===== config.mk =====
export PLATFORM = sky130hd
export DESIGN_NAME = imul_iter_rtl
export DESIGN_NICKNAME = d
export VERILOG_FILES = /design/src/rtl/imul_iter_rtl.sv
export SDC_FILE = /design/constraint.sdc
export NUM_CORES = 1
export LEC_CHECK = 0
export BUFFER_PORTS_ARGS = -buffer_cell sky130_fd_sc_hd__buf_2
export CAP_MARGIN = 10
export CORE_ASPECT_RATIO = 0.9
export CORE_MARGIN = 2
export CORE_UTILIZATION = 50
export DETAILED_ROUTE_END_ITERATION = 16
export PLACE_DENSITY = 0.71
export SLEW_MARGIN = 0
export SYNTH_ARGS = -nofsm -noshare
export SYNTH_HDL_FRONTEND = slang
export SYNTH_SLANG_ARGS = --single-unit

===== constraint.sdc =====
create_clock -name clk -period 2.6 [get_ports clk]
set_input_delay 0.13 -clock clk [delete_from_list [all_inputs] [get_ports clk]]
set_output_delay 0.13 -clock clk [all_outputs]
set_load 0.01 [all_outputs]

===== src/rtl/imul_iter_rtl.sv =====
// Iterative shift-add multiplier: low p_nbits bits of req_a * req_b over p_nbits cycles,
// with val/rdy handshakes on the request and response sides.
module imul_iter_rtl #(
    parameter int p_nbits = 32
) (
    input  logic               clk,
    input  logic               rst,
    input  logic               req_val,
    output logic               req_rdy,
    input  logic [p_nbits-1:0] req_a,
    input  logic [p_nbits-1:0] req_b,
    output logic               resp_val,
    input  logic               resp_rdy,
    output logic [p_nbits-1:0] resp_result
);

    localparam int CW = (p_nbits > 1) ? $clog2(p_nbits) : 1;
    localparam logic [CW-1:0] LAST = CW'(p_nbits - 1);

    typedef enum logic [1:0] {
        IDLE = 2'd0,
        CALC = 2'd1,
        DONE = 2'd2
    } state_t;

    state_t state, state_next;

    logic [p_nbits-1:0] a_reg;
    logic [p_nbits-1:0] b_reg;
    logic [p_nbits-1:0] acc;
    logic [CW-1:0]      count;

    // Product is taken modulo 2^p_nbits, so the carry out of the add is dropped.
    function automatic logic [p_nbits-1:0] add_wrap(input logic [p_nbits-1:0] x,
                                                    input logic [p_nbits-1:0] y);
        return x + y;
    endfunction

    always_ff @(posedge clk) begin
        if (rst) state <= IDLE;
        else     state <= state_next;
    end

    always_comb begin
        state_next = state;
        case (state)
            IDLE:    if (req_val) state_next = CALC;
            CALC:    if (count == LAST) state_next = DONE;
            DONE:    if (resp_rdy) state_next = IDLE;
            default: state_next = IDLE;
        endcase
    end

    always_ff @(posedge clk) begin
        if (rst) begin
            a_reg <= '0;
            b_reg <= '0;
            acc   <= '0;
            count <= '0;
        end else begin
            case (state)
                IDLE: begin
                    if (req_val) begin
                        a_reg <= req_a;
                        b_reg <= req_b;
                        acc   <= '0;
                        count <= '0;
                    end
                end
                CALC: begin
                    if (b_reg[0]) acc <= add_wrap(acc, a_reg);
                    a_reg <= a_reg << 1;
                    b_reg <= b_reg >> 1;
                    count <= count + CW'(1);
                end
                default: ;
            endcase
        end
    end

    // Outputs decode from registered state only; acc is held stable in DONE.
    assign req_rdy     = (state == IDLE);
    assign resp_val    = (state == DONE);
    assign resp_result = acc;

endmodule


=== Word level (Yosys, flattened, before mapping) ===
Index checks and enable logic that the tools add are counted.

* Add/sub/neg operators: 2
* Equal/unequal tests: 7
* Mux-type cells: 13
* Reductions and logical operators: 5

{| class="wikitable"
|+ Operators with widths
! operator !! count
|-
| $pmux 32 s2 || 3
|-
| $mux 32 || 4
|-
| $add 32x32->32 || 1
|-
| $pmux 5 s2 || 1
|-
| $mux 2 || 3
|-
| $ne 2x2->1 const B || 3
|-
| $pmux 2 s3 || 1
|-
| $reduce_and 3->1 || 2
|-
| $add 5x1->5 const B || 1
|-
| $eq 5x5->1 const B || 1
|-
| $mux 5 || 1
|-
| $eq 2x1->1 const B || 1
|-
| $eq 2x2->1 const B || 1
|-
| $logic_not 2->1 || 1
|-
| $ne 2x1->1 const B || 1
|-
| $reduce_and 2->1 || 1
|-
| $reduce_bool 2->1 || 1
|}

* Register bits: 103
* Input port bits: 68
* Output and inout bits: 34
* Word-level logic and storage cells: 32

=== Longest topological paths before layout ===
Gate-level depths: netlist of the first run.

* Word-level depth: 3
* Mapped depth: 11
* Gate-level depth less buffers: 11

=== Least setup slack after synthesis of the first run ===
Ideal clock, no wire load.

* Path kind: register to register
* From: reg acc[0], in the netlist resp_result[0]
* To: reg acc[30], in the netlist resp_result[30]
* Setup time: 0.117 ns
* Arrival time: 2.233 ns
* Setup slack: 0.250 ns
* Cell stages (with the launch flop): 12
* Buffers on the path: 0
* Clock period less this slack: 2.350 ns
* Path through: dfxtp_1 > ha_1 > inv_1 > fa_1 > nor2b_1 > o31ai_2 > a211oi_1 > o21ai_1 > a21oi_2 > o22ai_2 > xnor2_1 > a22o_1

* Cells in the longest elaborated chain, start to end: 3

{| class="wikitable"
|+ RTL lines
! what !! RTL line !! source
|-
| start, declared || 30 || <nowiki>logic [p_nbits-1:0] acc;</nowiki>
|-
| start signal, assigned || 71 || <nowiki>if (b_reg[0]) acc <= add_wrap(acc, a_reg);</nowiki>
|-
| $add 32x32->32 || 36 || <nowiki>return x + y;</nowiki>
|-
| $mux 32 || 71 ||
|-
| $pmux 32 s2 || 61 || <nowiki>case (state)</nowiki>
|}

No other way between the ends. The select of a mux whose other input is x is not followed.
A chain may end at the register's enable or synchronous reset.

=== Worst setup path in the final report of the first run ===
Same ends and word-level chain as after synthesis.

==> results of run 1 <==
-- how the worst min path moves through the flow --
stage             start                    end  slack (ns)  cells past startpoint
2_1_floorplan  req_a[0]  a_reg[0]$_SDFFE_PP0P_        0.30                      2
3_3_place_gp   req_a[0]  a_reg[0]$_SDFFE_PP0P_        0.40                      3
3_5_place_dp   req_a[0]  a_reg[0]$_SDFFE_PP0P_        0.40                      3
4_1_cts        req_a[0]  a_reg[0]$_SDFFE_PP0P_        0.04                      3
5_1_grt        req_a[0]  a_reg[0]$_SDFFE_PP0P_        0.06                      3
6_report       req_a[0]  a_reg[0]$_SDFFE_PP0P_        0.06                      3
-- cells in the final DEF (no fill, tap or decap), types with 2 or more instances in the layout --
cell type	netlist	layout
clkbuf_16	0	9
a21oi_1	94	94
ha_1	33	33
or3_1	2	2
a41oi_1	2	2
nand3_1	10	10
a22oi_1	12	12
nand2b_1	5	5
nor2b_1	68	68
o21ai_0	14	14
nand4_1	4	4
a211oi_1	8	8
a32oi_1	5	5
a211oi_2	3	3
o21a_1	6	6
nand4b_1	2	2
o22ai_2	2	2
a21o_1	18	18
nor2_1	235	234
o21ai_1	5	5
xor2_1	7	7
nor3_1	65	65
buf_4	0	14
clkbuf_1	49	3
dfxtp_1	103	101
nand2_1	30	30
and2_1	3	3
buf_2	2	101
clkinv_2	0	2
and3_1	3	3
nand3b_1	2	2
or2_2	2	2
o21bai_1	2	2
a22o_1	16	16
o211ai_1	2	2
inv_1	12	12
o31a_1	2	2
xnor2_1	15	15
-- layout make-up --
| type | count | area, um2 | area share, % |
|---|---|---|---|
| inverters | 12 | 45.0 | 0.622 |
| multi-input cells | 702 | 4030 | 55.6 |
| clock buffers | 12 | 236 | 3.27 |
| flip-flops and latches | 103 | 2070 | 28.6 |
| repair buffers | 115 | 611 | 8.43 |
| clock inverters | 4 | 47.5 | 0.657 |
| well taps | 164 | 205 | 2.83 |
-- kinds of logic (layout without fill, tap and decap cells) --
| kind of cell | Yosys count | in the layout |
|---|---|---|
| simple gates | 437 | 437 |
| compound gates | 208 | 208 |
| flops | 103 | 103 |
| buf+inv | 68 | 143 |
| fa+ha+maj | 34 | 34 |
| xor+xnor | 22 | 22 |
| mux | 1 | 1 |
-- per-layer routing --
metal / share of wire [%] / track usage (%) / vias up
li1: - / - / 3133
met1: 48 / 31.3 / 2746
met2: 47 / 39.0 / 110
met3: 4.3 / 4.78 / 8
met4: 0.66 / 4.75 / 0
met5: 0 / 0 / -
-- stage by stage --
step	worst slack [ns]	total power, uW	hold WS, ns	instances
after floorplan	0.250	2290	0.297	873
after global placement	0.213	2460	0.404	1096
after detailed placement	0.157	2470	0.399	1096
after CTS	0.133	3790	0.0424	1112
after global routing	0.00627	3970	0.0623	1112
final	0.154	3760	0.0554	1112
-- power by group through the flow --
stage	combinational [uW]	sequential (uW)	clock, uW
after floorplan	519	1770	0
after global placement	673	1790	0
after detailed placement	677	1790	0
after CTS	682	1760	1350
after global routing	778	1770	1420
final	679	1760	1320
-- worst max-delay path, delay by kind of cell, from the launching register on --
family / cells / cell delay, ns
simple gates: 1 / 0.21
fa+ha+maj: 2 / 0.54
compound gates: 6 / 1.04
xor+xnor: 1 / 0.13
flops: 1 / 0.36
buf+inv: 1 / 0.06
==> impl_metrics.csv, run 1 <==
group,metric,value,unit
outcome,status,"finished clean",
setup_path,slowest_stage,"fa_1",
synthesis,synth.distinct_cells,62,
power_and_ir_drop,p_per_area,519,mW/mm2
synthesis,synthAdderAreaFrac,6.82,%
synthesis,synthFlopType,"dfxtp_1",
cts,clk_root_buffer_cell,"clkbuf_16",
cts,clock_path_buffers,2,
setup_path,endpoint_kind,"register",
sta,grt_setup_unrepaired,"false",
floorplanning,initial_core_util,50.6,%
global_routing,grt_max_degree,68,
sta,setup-tns-final,0,ns
setup_path,path_cells,"ha_1, inv_1, fa_1, nor2b_1, o31ai_2, a211oi_1, o21ai_1, a21oi_2, o22ai_2, xnor2_1, a22o_1",
sta,hold_viol,0,
synthesis,synthMuxAreaShare,0.177,%
global_routing,first_global_vias,5665,
drt,drtPass1Iterations,5,
synthesis,syn_area_per_cell,7.27,um2
drt,antenna_left,0,
drt,via_count,5997,
synthesis,synth_top_family_by_area,"simple AND/OR/NAND/NOR gates",
power_and_ir_drop,switchingPower,1040,uW
placement,gp_congestion,0.876,
drt,post_drt_wl_per_cell,13.8,um
synthesis,synthSimpleGateAreaFrac,31.5,%
setup_path,path_max_fanout,3,
global_routing,grtUsageTotal,23.4,%
setup_path,crit_path_start,"resp_result[0]$_SDFFE_PP0P_",
sta,setup_violations,0,
layout,drive_above_1_share,15.8,%
synthesis,synth_seq_area_share,32.5,%
power_and_ir_drop,p_seq_share,46.8,%
floorplanning,dieArea,0.0136,mm2
power_and_ir_drop,netSwitchingFraction,27.7,%
setup_path,reg2reg_to,"resp_result[30]$_SDFFE_PP0P_",
synthesis,async_reset_ff_share,0,%
setup_path,reg2regPathDepth,11,
power_and_ir_drop,intPower,2710,uW
placement,place_hpwl,10700,um
power_and_ir_drop,comb_power_share,18.1,%
cts,cts.clk_slew.worst_paths,0.07,ns
cts,tritoncts,"built",
drt,drt-initial-drc-count,399,
power_and_ir_drop,p_clk_share,35.1,%
layout,syn2layout_area_growth,14.1,%
sta,max_slew_margin,50.7,%
layout,utilization,57.7,%
synthesis,yosys-top-cells-area,"dfxtp_1 (32%), nor2_1 (14%), a21oi_1 (7.4%)",
placement,placed_cell_area,0.00696,mm2
setup_path,required,2.84,ns
sta,fin_crit,2.45,ns
setup_path,crit_path_max_incr_delay,0.37,ns
setup_path,r2r_start,"resp_result[0]$_SDFFE_PP0P_",
sta,slew_violations,0,
synthesis,synth_edf_count,0,
synthesis,synth_commonest_cells,"nor2_1 (235), dfxtp_1 (103), a21oi_1 (94), nor2b_1 (68), nor3_1 (65)",
cts,cts_sinks,103,
flow_run,cap_violations,0,
global_routing,grt_first_pass_wirelength,26400,um
layout,diodes,0,
sta,worstMarginPinSlew,0.740,ns
synthesis,ys_warn_count,0,
cts,cts_resized,0,
cts,insertion_delay,0.34,ns
floorplanning,core_area,0.0125,mm2
floorplanning,rows,39,
power_and_ir_drop,ir_drop,315,uV
cts,cts_hold_buffers,0,
floorplanning,fp.dieW,123,um
synthesis,ys_seq_elements,103,
placement,portBuffers,101,
setup_path,crit_type,"reg -> reg",
synthesis,netlist_area,0.00635,mm2
synthesis,syn_nets,975,
floorplanning,ios,102,
floorplanning,die_y,111,um
synthesis,yosysTopAreaCell,"dfxtp_1",
setup_path,reg2reg_slack,0.15,ns
power_and_ir_drop,p_leak,0.00335,uW
drt,routed_via_density,5.39,
cts,post_cts_buffers,0,
drt,drc,0,
layout,num-nets-final,1045,
synthesis,synthXorXnorAreaFrac,3.04,%
synthesis,yosys.cell_count.top_type,"nor2_1",
sta,finalClockSkew,0.00639,ns
cts,numCtsBuffers,9,
layout,fillers,1224,
cts,htreeDepth,3,
setup_path,endpoint,"resp_result[30]$_SDFFE_PP0P_",
drt,totalWireLength,15400,um
synthesis,syn-instance-count,873,
global_routing,antenna_found_initial,1,
min_path,hp-class,"in -> reg",
layout,fin_area,0.00724,mm2
setup_path,arrival,2.68,ns
sta,fmax,409,MHz
synthesis,synth-compound-area-share,21.8,%
global_routing,gr-total-overflow,0,
setup_path,critPathLaunchType,"register",
synthesis,synthDominantCellAreaShare,32.5,%
sta,period_share,94.1,%
Note: power is estimated with default switching activity, not from simulation.
==> run 2: changes to the inputs <==
--- a/config.mk
+++ b/config.mk
@@ -7,11 +7,14 @@
 export LEC_CHECK = 0
 export BUFFER_PORTS_ARGS = -buffer_cell sky130_fd_sc_hd__buf_2
 export CAP_MARGIN = 10
+export CELL_PAD_IN_SITES_DETAIL_PLACEMENT = 1
+export CELL_PAD_IN_SITES_GLOBAL_PLACEMENT = 2
 export CORE_ASPECT_RATIO = 0.9
 export CORE_MARGIN = 2
-export CORE_UTILIZATION = 50
+export CORE_UTILIZATION = 32
 export DETAILED_ROUTE_END_ITERATION = 16
-export PLACE_DENSITY = 0.71
+export HOLD_SLACK_MARGIN = 0.08
+export PLACE_DENSITY = 0.79
 export SLEW_MARGIN = 0
 export SYNTH_ARGS = -nofsm -noshare
 export SYNTH_HDL_FRONTEND = slang
==> run 2 against run 1 <==
Wire length is 24% higher. Die area rose by 54%. Clock-buffer cell count unchanged. First-iteration DRC count fell by 31%. Sequential power about the same. Largest power group unchanged. Non-clock buffer count rose by 7. Via count is 2.7% higher.
==> impl_metrics.csv, run 2 (synthesis gave the netlist of run 1 again) <==
group,metric,value,unit
outcome,status,"finished clean",
sta,slew_violations,0,
setup_path,crit_type,"reg -> reg",
setup_path,endpoint_kind,"register",
setup_path,critPathLaunchType,"register",
drt,via_count,6161,
layout,fin_cells,1205,
drt,route.met3.wl,726,um
sta,fmax,404,MHz
layout,syn2layout_area_growth,16.8,%
layout,num-nets-final,1052,
power_and_ir_drop,ir_drop,297,uV
power_and_ir_drop,p_leak,0.00339,uW
sta,setup-tns-final,0,ns
global_routing,grt_first_pass_wirelength,31700,um
sta,worstMarginPinSlew,0.736,ns
drt,dr_wl_met2,8160,um
sta,period_share,95.1,%
drt,totalWireLength,19100,um
global_routing,antenna_found_initial,0,
cts,clk_root_buffer_cell,"clkbuf_16",
floorplanning,ios,102,
placement,gp_congestion,0.789,
cts,clock_path_buffers,2,
cts,htreeDepth,3,
layout,final_common_cell,"nor2_1",
global_routing,first_global_vias,6208,
sta,max_slew_margin,50.9,%
setup_path,slowest_stage,"fa_1",
placement,dp_slack,0.143,ns
floorplanning,die_y,138,um
floorplanning,rows,48,
setup_path,arrival,2.72,ns
flow_run,cap_violations,0,
cts,numCtsBuffers,9,
drt,post_drt_wl_per_cell,15.8,um
sta,finalWorstSetupSlack,0.127,ns
floorplanning,fp.dieW,152,um
min_path,hp-class,"in -> reg",
cts,cts.clk_slew.worst_paths,0.07,ns
drt,wl_met1,10100,um
layout,layout_common_cells,"nor2_1 (234), dfxtp_1 (101), buf_2 (101)",
layout,drive_above_1_share,16.4,%
global_routing,gr-total-overflow,0,
setup_path,cp_common_cell,"o21ai_1",
cts,cts_sinks,103,
placement,portBuffers,101,
global_routing,grt_max_degree,64,
placement,place_hpwl,13700,um
sta,hold_viol,0,
floorplanning,core_area,0.0193,mm2
drt,drt-initial-drc-count,274,
global_routing,grtUsageTotal,18.4,%
sta,finalClockSkew,0.00929,ns
cts,tritoncts,"built",
cts,insertion_delay,0.36,ns
drt,drc,0,
floorplanning,initial_core_util,32.8,%
drt,routed_via_density,5.11,
layout,diodes,0,
sta,fin_crit,2.47,ns
floorplanning,dieArea,0.0210,mm2
drt,drtPass1Iterations,4,
setup_path,path_cells,"ha_1, inv_1, fa_1, nor2b_2, o31ai_2, a21o_1, o21ai_1, a211oi_1, buf_4, o21ai_1, xor2_1, a22o_1",
layout,fillers,2475,
setup_path,path_max_fanout,3,
drt,routed.top_layer,"met4",
setup_path,required,2.85,ns
drt,antenna_left,0,
setup_path,crit_path_max_incr_delay,0.40,ns
sta,setup_violations,0,
power_and_ir_drop,p_per_area,514,mW/mm2
placement,dp.cells,1186,
power_and_ir_drop,design_power_total,3810,uW
run 2: metal layers:
layer  track usage (%)  vias up
met5                 0        -
met4              3.40        0
met3              4.15       12
met2              29.5       91
met1              25.6     2902
li1                  -     3156
run 2: worst paths after layout:
check	slack, ns	startpoint	end	depth (start not counted)
setup / recovery	0.13	a_reg[0]$_SDFFE_PP0P_	resp_result[28]$_SDFFE_PP0P_	12
hold / removal	0.18	req_b[11]	b_reg[11]$_SDFFE_PP0P_	5
setup reg to reg	0.13	a_reg[0]$_SDFFE_PP0P_	resp_result[28]$_SDFFE_PP0P_	12
hold reg to reg	0.49	b_reg[1]$_SDFFE_PP0P_	b_reg[1]$_SDFFE_PP0P_	2
run 2: cell type report:
class	count	area (um2)	area share (%)
timing repair buffer	122	671	9.04
clock buffer	12	258	3.48
clock inverter	4	27.5	0.371
multi-input combinational	702	4040	54.4
inverter	12	45.0	0.607
sequential	103	2070	27.9
tap	250	313	4.22
run 2: metrics by stage:
step	hold slack [ns]	cell area, um2	utilization [%]
floorplan	0.297	6350	-
global placement	0.414	7090	36.7
detailed placement	0.416	7090	36.7
CTS	0.174	7410	38.3
global route	0.216	7420	38.3
finish	0.182	7420	38.3
run 2: where the power goes:
part | leakage, uW | total [uW] | internal (uW) | switching, uW
logic | 0.00240 | 711 | 297 | 414
registers | 0.000848 | 1760 | 1680 | 82.9
clock network | 0.000142 | 1340 | 712 | 630
run 2: timing repair:
action,4_1_cts,5_1_grt
buffers inserted,0,0
gates resized for setup,0,2
setup endpoints to repair,0,3
hold endpoints to repair,3,0
hold buffers,3,0
run 2: critical path, delay by kind of cell, from the launching register on:
kind / cells / cell delay [ns]
AO/OA/AOI/OAI: 6 / 0.92
XOR/XNOR: 1 / 0.09
adder cells (fa/ha/maj): 2 / 0.59
buffers and inverters: 2 / 0.22
flip-flops: 1 / 0.37
AND/OR/NAND/NOR: 1 / 0.18
==> run 3: changes to the inputs <==
--- a/config.mk
+++ b/config.mk
@@ -15,6 +15,7 @@
 export DETAILED_ROUTE_END_ITERATION = 16
 export HOLD_SLACK_MARGIN = 0.08
 export PLACE_DENSITY = 0.79
+export REMOVE_ABC_BUFFERS = 1
 export SLEW_MARGIN = 0
 export SYNTH_ARGS = -nofsm -noshare
 export SYNTH_HDL_FRONTEND = slang
==> run 3 against run 2 <==
First-iteration DRC count down 10%. Worst setup slack better by 0.0021 ns. Maximum frequency about the same. Largest cell class unchanged.
==> impl_metrics.csv, run 3 (synthesis gave the netlist of run 1 again) <==
group,metric,value,unit
outcome,status,"finished clean",
global_routing,grtUsageTotal,18.0,%
sta,fin_crit,2.47,ns
sta,finalClockSkew,0.0107,ns
setup_path,arrival,2.73,ns
global_routing,met1_usage,24.9,%
floorplanning,rows,48,
placement,place_hpwl,12600,um
layout,num-nets-final,1050,
sta,slew_violations,0,
global_routing,busiest_layer,"met2",
power_and_ir_drop,p_per_area,516,mW/mm2
global_routing,grt_max_degree,108,
layout,fin_area,0.00744,mm2
setup_path,cp_common_cell,"a211oi_2",
setup_path,crit_path_max_incr_delay,0.37,ns
global_routing,grt_first_pass_wirelength,31300,um
cts,clk_root_buffer_cell,"clkbuf_16",
sta,setup_violations,0,
sta,fmax,405,MHz
layout,utilization,38.5,%
setup_path,critPathLaunchType,"register",
cts,clock_path_buffers,2,
placement,gp_congestion,0.838,
floorplanning,core_area,0.0193,mm2
drt,drt-initial-drc-count,246,
drt,via_count,6112,
setup_path,crit_type,"reg -> reg",
drt,drtPass1Iterations,4,
sta,period_share,95.0,%
sta,hold_viol,0,
cts,htreeDepth,3,
min_path,hp-class,"in -> reg",
drt,routed_via_density,5.08,
layout,syn2layout_area_growth,17.3,%
cts,cts.clk_slew.worst_paths,0.08,ns
setup_path,endpoint_kind,"register",
floorplanning,dieArea,0.0210,mm2
drt,post_drt_wl_per_cell,15.3,um
cts,insertion_delay,0.37,ns
global_routing,met2_usage,29.4,%
layout,diodes,0,
sta,worstMarginPinSlew,0.791,ns
setup_path,path_cells,"ha_2, a211oi_2, a32oi_1, a41oi_4, o22ai_1, a211oi_2, o31ai_1, xor2_1, a22o_1",
layout,layout_common_cells,"nor2_1 (234), dfxtp_1 (101), buf_2 (101)",
global_routing,first_global_vias,6105,
global_routing,antenna_found_initial,0,
floorplanning,fp.dieW,152,um
floorplanning,initial_core_util,32.8,%
sta,grt_setup_unrepaired,"true",
global_routing,use_met3,3.71,%
layout,final_common_cell,"nor2_1",
cts,numCtsBuffers,9,
power_and_ir_drop,p_leak,0.00339,uW
setup_path,path_max_fanout,7,
drt,drc,0,
cts,cts_sinks,103,
layout,fin_cells,1203,
placement,placed_cell_area,0.00711,mm2
cts,tritoncts,"built",
floorplanning,ios,102,
layout,drive_above_1_share,16.6,%
power_and_ir_drop,ir_drop,299,uV
power_and_ir_drop,design_power_total,3840,uW
global_routing,gr-total-overflow,0,
sta,setup-tns-final,0,ns
flow_run,cap_violations,0,
setup_path,slowest_stage,"dfxtp_1",
placement,portBuffers,101,
sta,max_slew_margin,47.3,%
placement,dp.cells,1183,
setup_path,required,2.86,ns
floorplanning,die_y,138,um
drt,antenna_left,0,
drt,totalWireLength,18400,um
[run 3: area by class of cell]
cell class,count,area [um2]
multi-input cells,702,4040
flip-flops and latches,103,2070
clock inverters,6,51.3
fillers,2466,11900
inverters,12,45.0
well taps,250,313
repair buffers,120,693
clock buffers,10,239
[run 3: worst paths after layout]
kind                                             start                            to  slack (ns)  cells after the start
worst max-delay path             a_reg[6]$_SDFFE_PP0P_  resp_result[27]$_SDFFE_PP0P_        0.13                      9
worst min-delay path                         req_b[25]        b_reg[25]$_SDFFE_PP0P_        0.17                      5
worst max register to register   a_reg[6]$_SDFFE_PP0P_  resp_result[27]$_SDFFE_PP0P_        0.13                      9
worst min register to register  a_reg[30]$_SDFFE_PP0P_        a_reg[30]$_SDFFE_PP0P_        0.49                      2
[run 3: critical path: cells and delay by family, from the launching register on]
family / cells / cell delay, ns
xor+xnor: 1 / 0.15
compound gates: 7 / 1.50
fa+ha+maj: 1 / 0.35
flops: 1 / 0.37
[run 3: through the flow]
| step | hold WS [ns] | setup slack, ns |
|---|---|---|
| final | 0.167 | 0.129 |
| after floorplan | 0.199 | -2.16 |
| after global placement | 0.404 | 0.165 |
| after CTS | 0.167 | 0.0665 |
| after global routing | 0.183 | -0.0282 |
| after detailed placement | 0.407 | 0.0834 |
[run 3: report_power, final]
part | switching [uW] | internal [uW]
sequential | 76.6 | 1680
combinational | 412 | 301
clock | 681 | 693
total | 1170 | 2670
[run 3: metal layers]
| layer | part of all wire [%] | vias to the layer above |
|---|---|---|
| met3 | 3.3 | 11 |
| met4 | 0.85 | 0 |
| li1 | - | 3151 |
| met5 | 0 | - |
| met2 | 44 | 75 |
| met1 | 52 | 2875 |
[run 3: what timing repair did]
action	in CTS	in global routing
gates resized for setup	0	4
hold buffers	3	0
buffers inserted	0	1
setup endpoints to repair	0	8
hold endpoints to repair	3	0
